==> src/rtl/clock_drift_generator_pkg.sv <==
// Shared types for the clock drift generator: clock-domain bundle, edge event
// flags, drift modes and default widths. Optional feature macro: CLKS_ALOT_DRIFT_OSCILLATE_EN.
package common_p;

  typedef struct packed {
    logic clk;
    logic rst_n;
  } clk_dom_s;

endpackage

package clks_alot_p;

  localparam int HALF_PERIOD_WIDTH_DEF = 16;
  localparam int DRIFT_WIDTH_DEF       = 8;

  typedef struct packed {
    logic rising_edge;
    logic falling_edge;
    logic any_valid_edge;
  } recovered_events_s;

  typedef enum logic [1:0] {
    DRIFT_NONE = 2'd0,
    DRIFT_UP   = 2'd1,
    DRIFT_DOWN = 2'd2,
    DRIFT_OSC  = 2'd3
  } drift_mode_e;

endpackage

==> src/rtl/clock_drift_generator_drift_accumulator.sv <==
// Signed drift accumulator with symmetric saturation and optional triangle-wave
// oscillation (enabled by CLKS_ALOT_DRIFT_OSCILLATE_EN; otherwise mode 3 holds).
module drift_accumulator
  import clks_alot_p::*;
#(
  parameter int DRIFT_WIDTH = DRIFT_WIDTH_DEF
) (
  input  logic                          clk,
  input  logic                          rst_n,
  input  logic                          clear,
  input  logic                          update,
  input  logic [1:0]                    mode,
  input  logic [DRIFT_WIDTH-1:0]        step,
  input  logic [DRIFT_WIDTH-1:0]        limit,
  output logic signed [DRIFT_WIDTH-1:0] acc,
  output logic                          limit_reached
);

  localparam int EW = DRIFT_WIDTH + 2;
  // A limit above the largest positive value would let the register wrap.
  localparam logic [DRIFT_WIDTH-1:0] MAX_MAG = {1'b0, {(DRIFT_WIDTH-1){1'b1}}};

  drift_mode_e            mode_e;
  logic [DRIFT_WIDTH-1:0] lim_eff;
  logic signed [EW-1:0]   acc_ext;
  logic signed [EW-1:0]   step_pos;
  logic signed [EW-1:0]   lim_pos;
  logic signed [EW-1:0]   lim_neg;
  logic signed [EW-1:0]   delta;
  logic signed [EW-1:0]   sum;
  logic signed [EW-1:0]   sat;
  logic signed [EW-1:0]   acc_d;
  logic signed [EW-1:0]   mag_d;

`ifdef CLKS_ALOT_DRIFT_OSCILLATE_EN
  logic dir_up;
  logic dir_up_d;
`endif

  assign mode_e   = drift_mode_e'(mode);
  assign lim_eff  = (limit > MAX_MAG) ? MAX_MAG : limit;
  assign acc_ext  = {{2{acc[DRIFT_WIDTH-1]}}, acc};
  assign step_pos = {2'b00, step};
  assign lim_pos  = {2'b00, lim_eff};
  assign lim_neg  = -lim_pos;

  // NOTE: every combinational output gets a default first so no path can infer a latch.
  always_comb begin
    delta = '0;
    case (mode_e)
      DRIFT_UP:   delta = step_pos;
      DRIFT_DOWN: delta = -step_pos;
`ifdef CLKS_ALOT_DRIFT_OSCILLATE_EN
      DRIFT_OSC:  delta = dir_up ? step_pos : -step_pos;
`endif
      default:    delta = '0;
    endcase
  end

  assign sum = acc_ext + delta;
  assign sat = (sum > lim_pos) ? lim_pos : ((sum < lim_neg) ? lim_neg : sum);

  always_comb begin
    acc_d = acc_ext;
    if (clear) begin
      acc_d = '0;
    end else if (update) begin
      acc_d = sat;
    end
  end

  assign mag_d = acc_d[EW-1] ? -acc_d : acc_d;

  // NOTE: sequential state uses non-blocking assignments so every flop samples pre-edge values.
  always_ff @(posedge clk or negedge rst_n) begin
    if (!rst_n) begin
      acc           <= '0;
      limit_reached <= 1'b0;
    end else begin
      acc           <= acc_d[DRIFT_WIDTH-1:0];
      limit_reached <= (mag_d == lim_pos);
    end
  end

`ifdef CLKS_ALOT_DRIFT_OSCILLATE_EN
  // Direction flips on the update that lands on either rail.
  always_comb begin
    dir_up_d = dir_up;
    if (clear) begin
      dir_up_d = 1'b1;
    end else if (update && (mode_e == DRIFT_OSC)) begin
      if (dir_up && (sat == lim_pos)) begin
        dir_up_d = 1'b0;
      end else if (!dir_up && (sat == lim_neg)) begin
        dir_up_d = 1'b1;
      end
    end
  end

  always_ff @(posedge clk or negedge rst_n) begin
    if (!rst_n) begin
      dir_up <= 1'b1;
    end else begin
      dir_up <= dir_up_d;
    end
  end
`endif

endmodule

==> src/rtl/clock_drift_generator.sv <==
// Programmable clock generator whose half periods drift under a saturating
// accumulator. Mode 3 oscillation requires CLKS_ALOT_DRIFT_OSCILLATE_EN.
module clock_drift_generator
  import clks_alot_p::*;
#(
  parameter int HALF_PERIOD_WIDTH = HALF_PERIOD_WIDTH_DEF,
  parameter int DRIFT_WIDTH       = DRIFT_WIDTH_DEF
) (
  input  common_p::clk_dom_s            sys_dom_i,
  input  logic                          gen_en_i,
  input  logic                          clear_state_i,
  input  logic [HALF_PERIOD_WIDTH-1:0]  high_half_period_i,
  input  logic [HALF_PERIOD_WIDTH-1:0]  low_half_period_i,
  input  logic [1:0]                    drift_mode_i,
  input  logic [DRIFT_WIDTH-1:0]        drift_step_i,
  input  logic [HALF_PERIOD_WIDTH-1:0]  drift_interval_i,
  input  logic [DRIFT_WIDTH-1:0]        drift_limit_i,
  output logic                          io_clk_o,
  output recovered_events_s             io_events_o,
  output logic signed [DRIFT_WIDTH-1:0] accumulated_drift_o,
  output logic                          drift_limit_reached_o
);

  localparam int HPW = HALF_PERIOD_WIDTH;
  localparam int DW  = DRIFT_WIDTH;
  localparam int SW  = ((HPW > DW) ? HPW : DW) + 2;
  localparam logic signed [SW-1:0] N_MIN = SW'(1);
  localparam logic signed [SW-1:0] N_MAX = SW'({HPW{1'b1}});

  typedef enum logic [1:0] {
    ST_IDLE = 2'd0,
    ST_HIGH = 2'd1,
    ST_LOW  = 2'd2
  } gen_state_e;

  logic clk;
  logic rst_n;

  gen_state_e           state;
  gen_state_e           state_d;
  logic [HPW-1:0]       half_cnt;
  logic [HPW-1:0]       half_cnt_d;
  logic [HPW-1:0]       half_load;
  logic [HPW-1:0]       edge_cnt;
  logic [HPW-1:0]       edge_cnt_d;
  logic [HPW-1:0]       base;
  logic signed [SW-1:0] base_ext;
  logic signed [SW-1:0] drift_ext;
  logic signed [SW-1:0] n_raw;
  logic signed [SW-1:0] n_clamped;
  logic                 rise_d;
  logic                 fall_d;
  logic                 update;

  assign clk   = sys_dom_i.clk;
  assign rst_n = sys_dom_i.rst_n;

  always_comb begin
    state_d = state;
    case (state)
      ST_IDLE: if (gen_en_i) state_d = ST_HIGH;
      ST_HIGH: begin
        if (!gen_en_i)            state_d = ST_IDLE;
        else if (half_cnt == '0)  state_d = ST_LOW;
      end
      ST_LOW: begin
        if (!gen_en_i)            state_d = ST_IDLE;
        else if (half_cnt == '0)  state_d = ST_HIGH;
      end
      default: state_d = ST_IDLE;
    endcase
  end

  // Dropping to IDLE is not an edge, so it raises no event.
  assign rise_d = (state_d == ST_HIGH) && (state != ST_HIGH);
  assign fall_d = (state_d == ST_LOW) && (state == ST_HIGH);

  // Length of the half period being entered uses the drift from before this edge.
  assign base      = (state_d == ST_HIGH) ? high_half_period_i : low_half_period_i;
  assign base_ext  = {{(SW-HPW){1'b0}}, base};
  assign drift_ext = {{(SW-DW){accumulated_drift_o[DW-1]}}, accumulated_drift_o};
  assign n_raw     = base_ext + drift_ext;
  assign n_clamped = (n_raw < N_MIN) ? N_MIN : ((n_raw > N_MAX) ? N_MAX : n_raw);
  assign half_load = n_clamped[HPW-1:0] - HPW'(1);

  always_comb begin
    half_cnt_d = half_cnt;
    if (rise_d || fall_d) begin
      half_cnt_d = half_load;
    end else if ((state_d != ST_IDLE) && (half_cnt != '0)) begin
      half_cnt_d = half_cnt - HPW'(1);
    end
  end

  always_comb begin
    update     = 1'b0;
    edge_cnt_d = edge_cnt;
    if (clear_state_i) begin
      edge_cnt_d = '0;
    end else if ((rise_d || fall_d) && (drift_interval_i != '0)) begin
      if ((edge_cnt + HPW'(1)) >= drift_interval_i) begin
        update     = 1'b1;
        edge_cnt_d = '0;
      end else begin
        edge_cnt_d = edge_cnt + HPW'(1);
      end
    end
  end

  always_ff @(posedge clk or negedge rst_n) begin
    if (!rst_n) begin
      state       <= ST_IDLE;
      half_cnt    <= '0;
      edge_cnt    <= '0;
      io_clk_o    <= 1'b0;
      io_events_o <= '0;
    end else begin
      state       <= state_d;
      half_cnt    <= half_cnt_d;
      edge_cnt    <= edge_cnt_d;
      io_clk_o    <= (state_d == ST_HIGH);
      io_events_o <= '{rising_edge: rise_d, falling_edge: fall_d, any_valid_edge: rise_d | fall_d};
    end
  end

  drift_accumulator #(
    .DRIFT_WIDTH (DW)
  ) u_drift_accumulator (
    .clk           (clk),
    .rst_n         (rst_n),
    .clear         (clear_state_i),
    .update        (update),
    .mode          (drift_mode_i),
    .step          (drift_step_i),
    .limit         (drift_limit_i),
    .acc           (accumulated_drift_o),
    .limit_reached (drift_limit_reached_o)
  );

endmodule

==> config.mk <==
export PLATFORM = sky130hd
export DESIGN_NAME = clock_drift_generator
export DESIGN_NICKNAME = d
export VERILOG_FILES = /design/src/rtl/clock_drift_generator_pkg.sv /design/src/rtl/clock_drift_generator_drift_accumulator.sv /design/src/rtl/clock_drift_generator.sv
export SDC_FILE = /design/constraint.sdc
export NUM_CORES = 1
export LEC_CHECK = 0
export CAP_MARGIN = 5
export CORE_MARGIN = 3
export CORE_UTILIZATION = 58
export DETAILED_ROUTE_END_ITERATION = 10
export PLACE_DENSITY = 0.81
export SLEW_MARGIN = 20
export SYNTH_ARGS = -nofsm -noshare
export SYNTH_HDL_FRONTEND = slang
export SYNTH_SLANG_ARGS = --single-unit
==> constraint.sdc <==
create_clock -name sys_dom_i -period 7.1 [get_ports sys_dom_i]
set_input_delay 1.065 -clock sys_dom_i [delete_from_list [all_inputs] [get_ports sys_dom_i]]
set_output_delay 1.065 -clock sys_dom_i [all_outputs]
set_load 0.03 [all_outputs]
==> reports/results.ini, run 1 <==
[power_and_ir_drop]
p_total_w=0.00125
seqPwrFrac_pct=24.6
ir_drop_v=0.000364
power_switching_w=0.000477
p_int_w=0.000776
p_leak_nw=3.87
clockPowerShare_pct=47.6
pwr-share-comb_pct=27.8
powerDensity_nw_per_um2=153
p_sw_share_pct=38.1

[grt]
grt_pass1_wl_um=32300
grt.met1_usage_pct=41.5
grt-busiest-layer=met2
grt_max_degree=28
grt_use_total_pct=30.3
grtUsageMet2_pct=44.7
met3_usage_pct=6.82
grt_pass1_vias=6818
grt-ovfl-total=0
antenna_found_initial=0

[yosys]
synth_edf_count=0
ys_types=86
synth.most_common_cell=nand2_1
syn_nets=1038
synth_commonest_cells=nand2_1, nor2_1, ha_1
syn_avg_cell_area_um2=7.58
synth_top_cell_by_area=dfrtp_1
synthFlopType=dfrtp_1
synth-warning-count=0
synth_top_area_share_pct=17.2
synthTopCellsByArea=dfrtp_1, ha_1, nand2_1, a21oi_1, nor2_1
seq_area_frac_synth_pct=17.2
syn-cell-area_um2=6820
synth_seq_cells=47
postSynth.asyncResetShare_pct=100
synthCells=900

[detailed_routing]
vias=7193
wirelength_um=19700
avgViaCountPerCell=6.40
remaining_drc_errors=0
ant_nets=0
first_iter_violations=660
drt_pass1_iterations=6
wl_per_cell_um=17.5

[placed_design]
place_hpwl_um=14800
portBuffers=81
place.gp.congestion=0.995
place_ws_ns=-0.00570
dpl_cell_area_um2=7820

[sta]
finalClockSkew_ns=0.00887
setup_viol=0
hold_viol=47
holdWs_ns=-0.329
maxSlewHeadroom_pct=33.3
max_freq_mhz=147
drv_slew=0
worst_pin_slew_ns=0.996
layout_min_cycle_time_ns=6.82
fin_crit_sh_pct=96.1
tns_ns=0
layout_setup_ws_ns=0.280

[die]
io_pins=83
start_util_pct=61.1
core-area_um2=11200
fp.dieW_um=114
dieArea_um2=13100
die_h_um=114
rows=38

[layout]
n_antenna_cell=0
drive_gt1_share_pct=9.35
nets=1118
final_area_um2=8210
syn2layout_area_growth_pct=20.4

[clocking]
holdBufCountCts=0
clkLatencyLatePin_ns=0.30
cts_tree=done
clk_pin_slew_worst_paths_ns=0.07
postCtsSetupBuffers=0

[outcome]
status=finished, violations left
violations=hold timing

[setup_path]
path_max_fanout=7
cp.required_ns=7.33
timing.rr.start=half_cnt[3]$_DFFE_PN0P_
startpoint=drift_mode_i[0]
cp-start-kind=input port
endpoint_kind=register
critPathKind=input port to register
worstPathArrival_ns=7.06

[worst_hold_path]
hold_path_class=clock port to asynchronous set/reset pin

[flow_run]
cap_violations=0

power by group through the flow:
stage	Combinational [W]	Sequential, W	Clock (W)
floorplan	0.000225	0.000308	0
global placement	0.000329	0.000313	0
detailed placement	0.000335	0.000313	0
CTS	0.000340	0.000307	0.000615
global route	0.000387	0.000311	0.000637
finish	0.000349	0.000308	0.000596
area by class of cell:
type	count	area [µm²]
Tap cell	140	175
Clock buffer	10	250
Inverter	61	229
Clock inverter	6	101
Timing Repair Buffer	105	991
Multi-Input combinational cell	755	5290
Sequential cell	47	1180
Fill cell	889	2960
worst max-delay path: stages:
cell             delay (ns)
clkdlybuf4s50_1        0.48
inv_1                  0.05
ha_1                   0.33
nand2b_1               0.18
nor2_1                 0.06
o21ai_0                0.12
o21ai_0                0.11
ha_1                   0.30
a21o_1                 0.19
a31o_2                 0.25
o21ai_0                0.25
a21oi_1                0.13
or3_1                  0.41
ha_1                   0.36
a22o_1                 0.16
nor4_2                 0.04
a211oi_2               0.24
or4_1                  0.20
buf_4                  0.13
nand3_1                0.28
a221o_1                0.49
a2111oi_1              0.36
o32ai_1                0.15
nor4bb_1               0.37
o2111a_1               0.23
o211a_1                0.13
cells in the final DEF, fill, tap and decap left out, drive strengths merged, types with 7 or more instances in the layout:
cell type and count:
inv 60, nand2 117, o21a 11, a21o 20, nor4 11, mux2i 18
a21oi 56, nor2b 13, o211a 7, o31ai 8, xnor2 27, nand3 29
nand2b 18, o211ai 7, a31oi 11, and2 9, or2 8, o31a 8
xor2 21, buf 24, dfrtp 47, clkdlybuf4s50 81, nand4 12, clkbuf 10
nor3 27, ha 66, a2111oi 7, o21ai 52, a22o 11, nor2 67
a211oi 8, and3 13
final timing paths:
path | end | slack (ns) | cells past startpoint
worst max-delay path | u_drift_accumulator.limit_reached$_DFF_PN0_ | 0.28 | 26
max in group asynchronous | half_cnt[4]$_DFFE_PN0P_ | 7.30 | 2
worst max register to register | half_cnt[12]$_DFFE_PN0P_ | 0.57 | 24
worst min-delay path | half_cnt[8]$_DFFE_PN0P_ | -0.33 | 2
worst min register to register | edge_cnt[15]$_DFFE_PN0P_ | 0.53 | 1
min in group sys_dom_i | edge_cnt[15]$_DFFE_PN0P_ | 0.53 | 1
layer usage:
metal	wire, µm	vias up	part of all wire [%]
met4	518	0	2.6
met2	8650	353	44
met5	0	-	0
met3	1620	44	8.2
met1	8890	3311	45
li1	-	3485	-
cell families after synthesis:
group	Yosys count	synth area share, %
simple gates	347	25.1
compound gates	268	29.4
buf+inv	98	5.76
fa+ha+maj	68	12.7
xor+xnor	48	6.16
flops	47	17.2
mux	23	3.52
other cells	1	0.0550
registers in the layout (all words and copies together) (netlist names):
name / count
edge_cnt: 16
u_drift_accumulator.acc: 8
half_cnt: 16
u_drift_accumulator.limit_reached: 1
io_events_o: 3
io_clk_o: 1
state: 2
stage by stage:
step | std cells | utilization, %
finish | 1124 | 73.5
global route | 1124 | 73.5
CTS | 1124 | 73.2
detailed placement | 1108 | 70.0
global placement | 1108 | 70.0
floorplan | 900 | -
what timing repair did:
action	4_1_cts	5_1_grt
endpoints found under the setup margin	0	1
hold endpoints to repair	0	0
resized for setup	0	9
(Power assumes the default switching activity.)
==> run 2, diff against run 1 <==
--- a/config.mk
+++ b/config.mk
@@ -5,6 +5,7 @@
 export SDC_FILE = /design/constraint.sdc
 export NUM_CORES = 1
 export LEC_CHECK = 0
+export ABC_AREA = 1
 export CAP_MARGIN = 5
 export CORE_MARGIN = 3
 export CORE_UTILIZATION = 58
==> constraint.sdc (replaced) <==
create_clock -name sys_dom_i -period 7.1 [get_ports sys_dom_i]
set_input_delay 1.065 -clock sys_dom_i [delete_from_list [all_inputs] [get_ports sys_dom_i]]
set_output_delay 1.065 -clock sys_dom_i [all_outputs]
set_load 0.05 [all_outputs]
==> run 2 against run 1 <==
- the run still ends with hold timing left
- area after synthesis shrank 6.3%
- wire length shrank 10%
- critical path type unchanged
- largest cell class unchanged
- largest power group is now combinational cells
- power shrank 5.0%
- core utilization shrank 1.8 points
==> reports/results.ini, run 2 <==
[detailed_routing]
vias=6916
remaining_drc_errors=0
wirelength_um=17700
avgViaCountPerCell=5.28
drt_pass1_iterations=5
wl_per_cell_um=13.5
ant_nets=0
first_iter_violations=486

[power_and_ir_drop]
p_total_w=0.00119
ir_drop_v=0.000223
powerDensity_nw_per_um2=158
p_leak_nw=4.36

[sta]
holdWs_ns=-0.334
tns_ns=0
maxSlewHeadroom_pct=46.6
fin_crit_sh_pct=85.9
max_freq_mhz=164
drv_slew=0
finalClockSkew_ns=0.00734
setup_viol=0
hold_viol=47
grt_setup_unrepaired=false
layout_min_cycle_time_ns=6.10
worst_pin_slew_ns=0.800
layout_setup_ws_ns=1.00

[setup_path]
reg2reg_to=half_cnt[5]$_DFFE_PN0P_
reg2reg_depth=31
endpoint_kind=register
rrSetupSlack_ns=1.79
cp.required_ns=7.36
critPathKind=input port to register
critPathMostFrequentCell=nand2_1
worstPathArrival_ns=6.36
slowest_delay_ns=0.42
cp_slowest_cell=clkdlybuf4s50_1
cp-start-kind=input port
path_max_fanout=12
timing.rr.start=half_cnt[9]$_DFFE_PN0P_

[yosys]
ys_types=42
synth_top_area_share_pct=23.2
postSynth.asyncResetShare_pct=100
seq_area_frac_synth_pct=18.4
synth_top_cell_by_area=nand2_1
synthFlopType=dfrtp_1
synth_commonest_cells=nand2_1, inv_1, nand3_1
syn_avg_cell_area_um2=5.88
synth-warning-count=0
synthCells=1088
syn_nets=1226
syn-cell-area_um2=6390
synth.most_common_cell=nand2_1
synth_edf_count=0
synth_seq_cells=47
synthTopCellsByArea=nand2_1, dfrtp_1, ha_1, inv_1, nand3_1

[clocking]
cts_tree=done
clk_pin_slew_worst_paths_ns=0.10
postCtsSetupBuffers=0
holdBufCountCts=0
clkLatencyLatePin_ns=0.31
cts_resized=0

[grt]
grt_max_degree=20
grt-ovfl-total=0
antenna_found_initial=0
grt_use_total_pct=29.0
grt_pass1_wl_um=29600
grt_pass1_vias=6464

[layout]
drive_gt1_share_pct=5.11
multi_input_area_um2=4470
syn2layout_area_growth_pct=17.8
fill_cells=991
layout_common_cells=nand2_1, inv_1, nand3_1, nor2_1, clkdlybuf4s50_1
final_common_cell=nand2_1
nets=1309
top_regs=edge_cnt: 16 flops, half_cnt: 16 flops, u_drift_accumulator.acc: 8 flops
final_area_um2=7530
regArea_um2=1180
n_antenna_cell=0

[outcome]
violations=hold timing
status=finished, violations left

[die]
dieArea_um2=12300
fp.dieW_um=111
rows=37
die_h_um=111
core-area_um2=10500
start_util_pct=60.8
io_pins=83

[placed_design]
dpl_cell_area_um2=7330
place_ws_ns=0.764
portBuffers=81
place_hpwl_um=14400
place.gp.congestion=0.990

[worst_hold_path]
hold_path_class=clock port to asynchronous set/reset pin

[flow_run]
cap_violations=0

[run 2: cell count changes in the layout (fill, tap and decap cells not counted), sizes merged, moves of 14 or more]
cell	before	now
mux2i	18	0
nand3	29	89
nand2b	18	0
a21oi	56	41
xnor2	27	5
nor2	67	94
nand2	117	411
buf	24	3
a21o	20	0
inv	60	180
nor3	27	13
[run 2: kinds of logic (layout without fill, tap and decap cells)]
group / Yosys count / after routing / synth area share [%]
AO/OA/AOI/OAI: 111 / 111 / 9.63
XOR/XNOR: 30 / 30 / 4.11
adder cells (fa/ha/maj): 68 / 68 / 13.5
buffers and inverters: 193 / 280 / 11.6
flip-flops: 47 / 47 / 18.4
other: 1 / 1 / 0.0587
AND/OR/NAND/NOR: 638 / 638 / 42.6
[run 2: routing by layer]
metal | GRT usage, % | wire length, µm | share of wire (%)
met1 | 36.7 | 7760 | 44
met2 | 48.3 | 8340 | 47
met3 | 6.00 | 1140 | 6.5
met4 | 11.9 | 423 | 2.4
met5 | 0 | 0 | 0
[run 2: area by class of cell]
cell class                      instances  area share (%)
Clock buffer                           10            1.83
Clock inverter                          6           0.864
Inverter                              180            8.99
Multi-Input combinational cell        848            59.4
Sequential cell                        47            15.6
Tap cell                              136            2.26
Timing Repair Buffer                   84            11.1
[run 2: stage by stage]
stage / utilization, % / cells
after floorplan: - / 1088
after global placement: 69.8 / 1295
after detailed placement: 69.8 / 1295
after CTS: 71.7 / 1311
after global routing: 71.7 / 1311
final: 71.7 / 1311
[run 2: report_power, final]
group / internal [W] / switching, W
logic: 0.000177 / 0.000293
clock network: 0.000150 / 0.000246
registers: 0.000288 / 0.0000380
[run 2: worst max-delay path, delay by kind of cell]
kind	cells	cell delay, ns
AO/OA/AOI/OAI	4	0.71
adder cells (fa/ha/maj)	3	0.89
buffers and inverters	4	0.80
AND/OR/NAND/NOR	29	2.89
[run 2: worst max path at each step]
stage,from,end,slack [ns]
2_1_floorplan,drift_step_i[0],u_drift_accumulator.limit_reached$_DFF_PN0_,1.87
3_3_place_gp,drift_step_i[0],u_drift_accumulator.limit_reached$_DFF_PN0_,0.89
3_5_place_dp,drift_step_i[0],u_drift_accumulator.limit_reached$_DFF_PN0_,0.76
4_1_cts,drift_step_i[0],u_drift_accumulator.limit_reached$_DFF_PN0_,1.10
5_1_grt,drift_step_i[0],u_drift_accumulator.limit_reached$_DFF_PN0_,0.35
6_report,drift_step_i[0],u_drift_accumulator.limit_reached$_DFF_PN0_,1.00
==> run 3, diff against run 2 <==
--- a/config.mk
+++ b/config.mk
@@ -11,7 +11,6 @@
 export CORE_UTILIZATION = 58
 export DETAILED_ROUTE_END_ITERATION = 10
 export PLACE_DENSITY = 0.81
-export SLEW_MARGIN = 20
 export SYNTH_ARGS = -nofsm -noshare
 export SYNTH_HDL_FRONTEND = slang
 export SYNTH_SLANG_ARGS = --single-unit
==> results of run 3 <==
The final DEF is identical to that of run 2; final timing and power are the same.
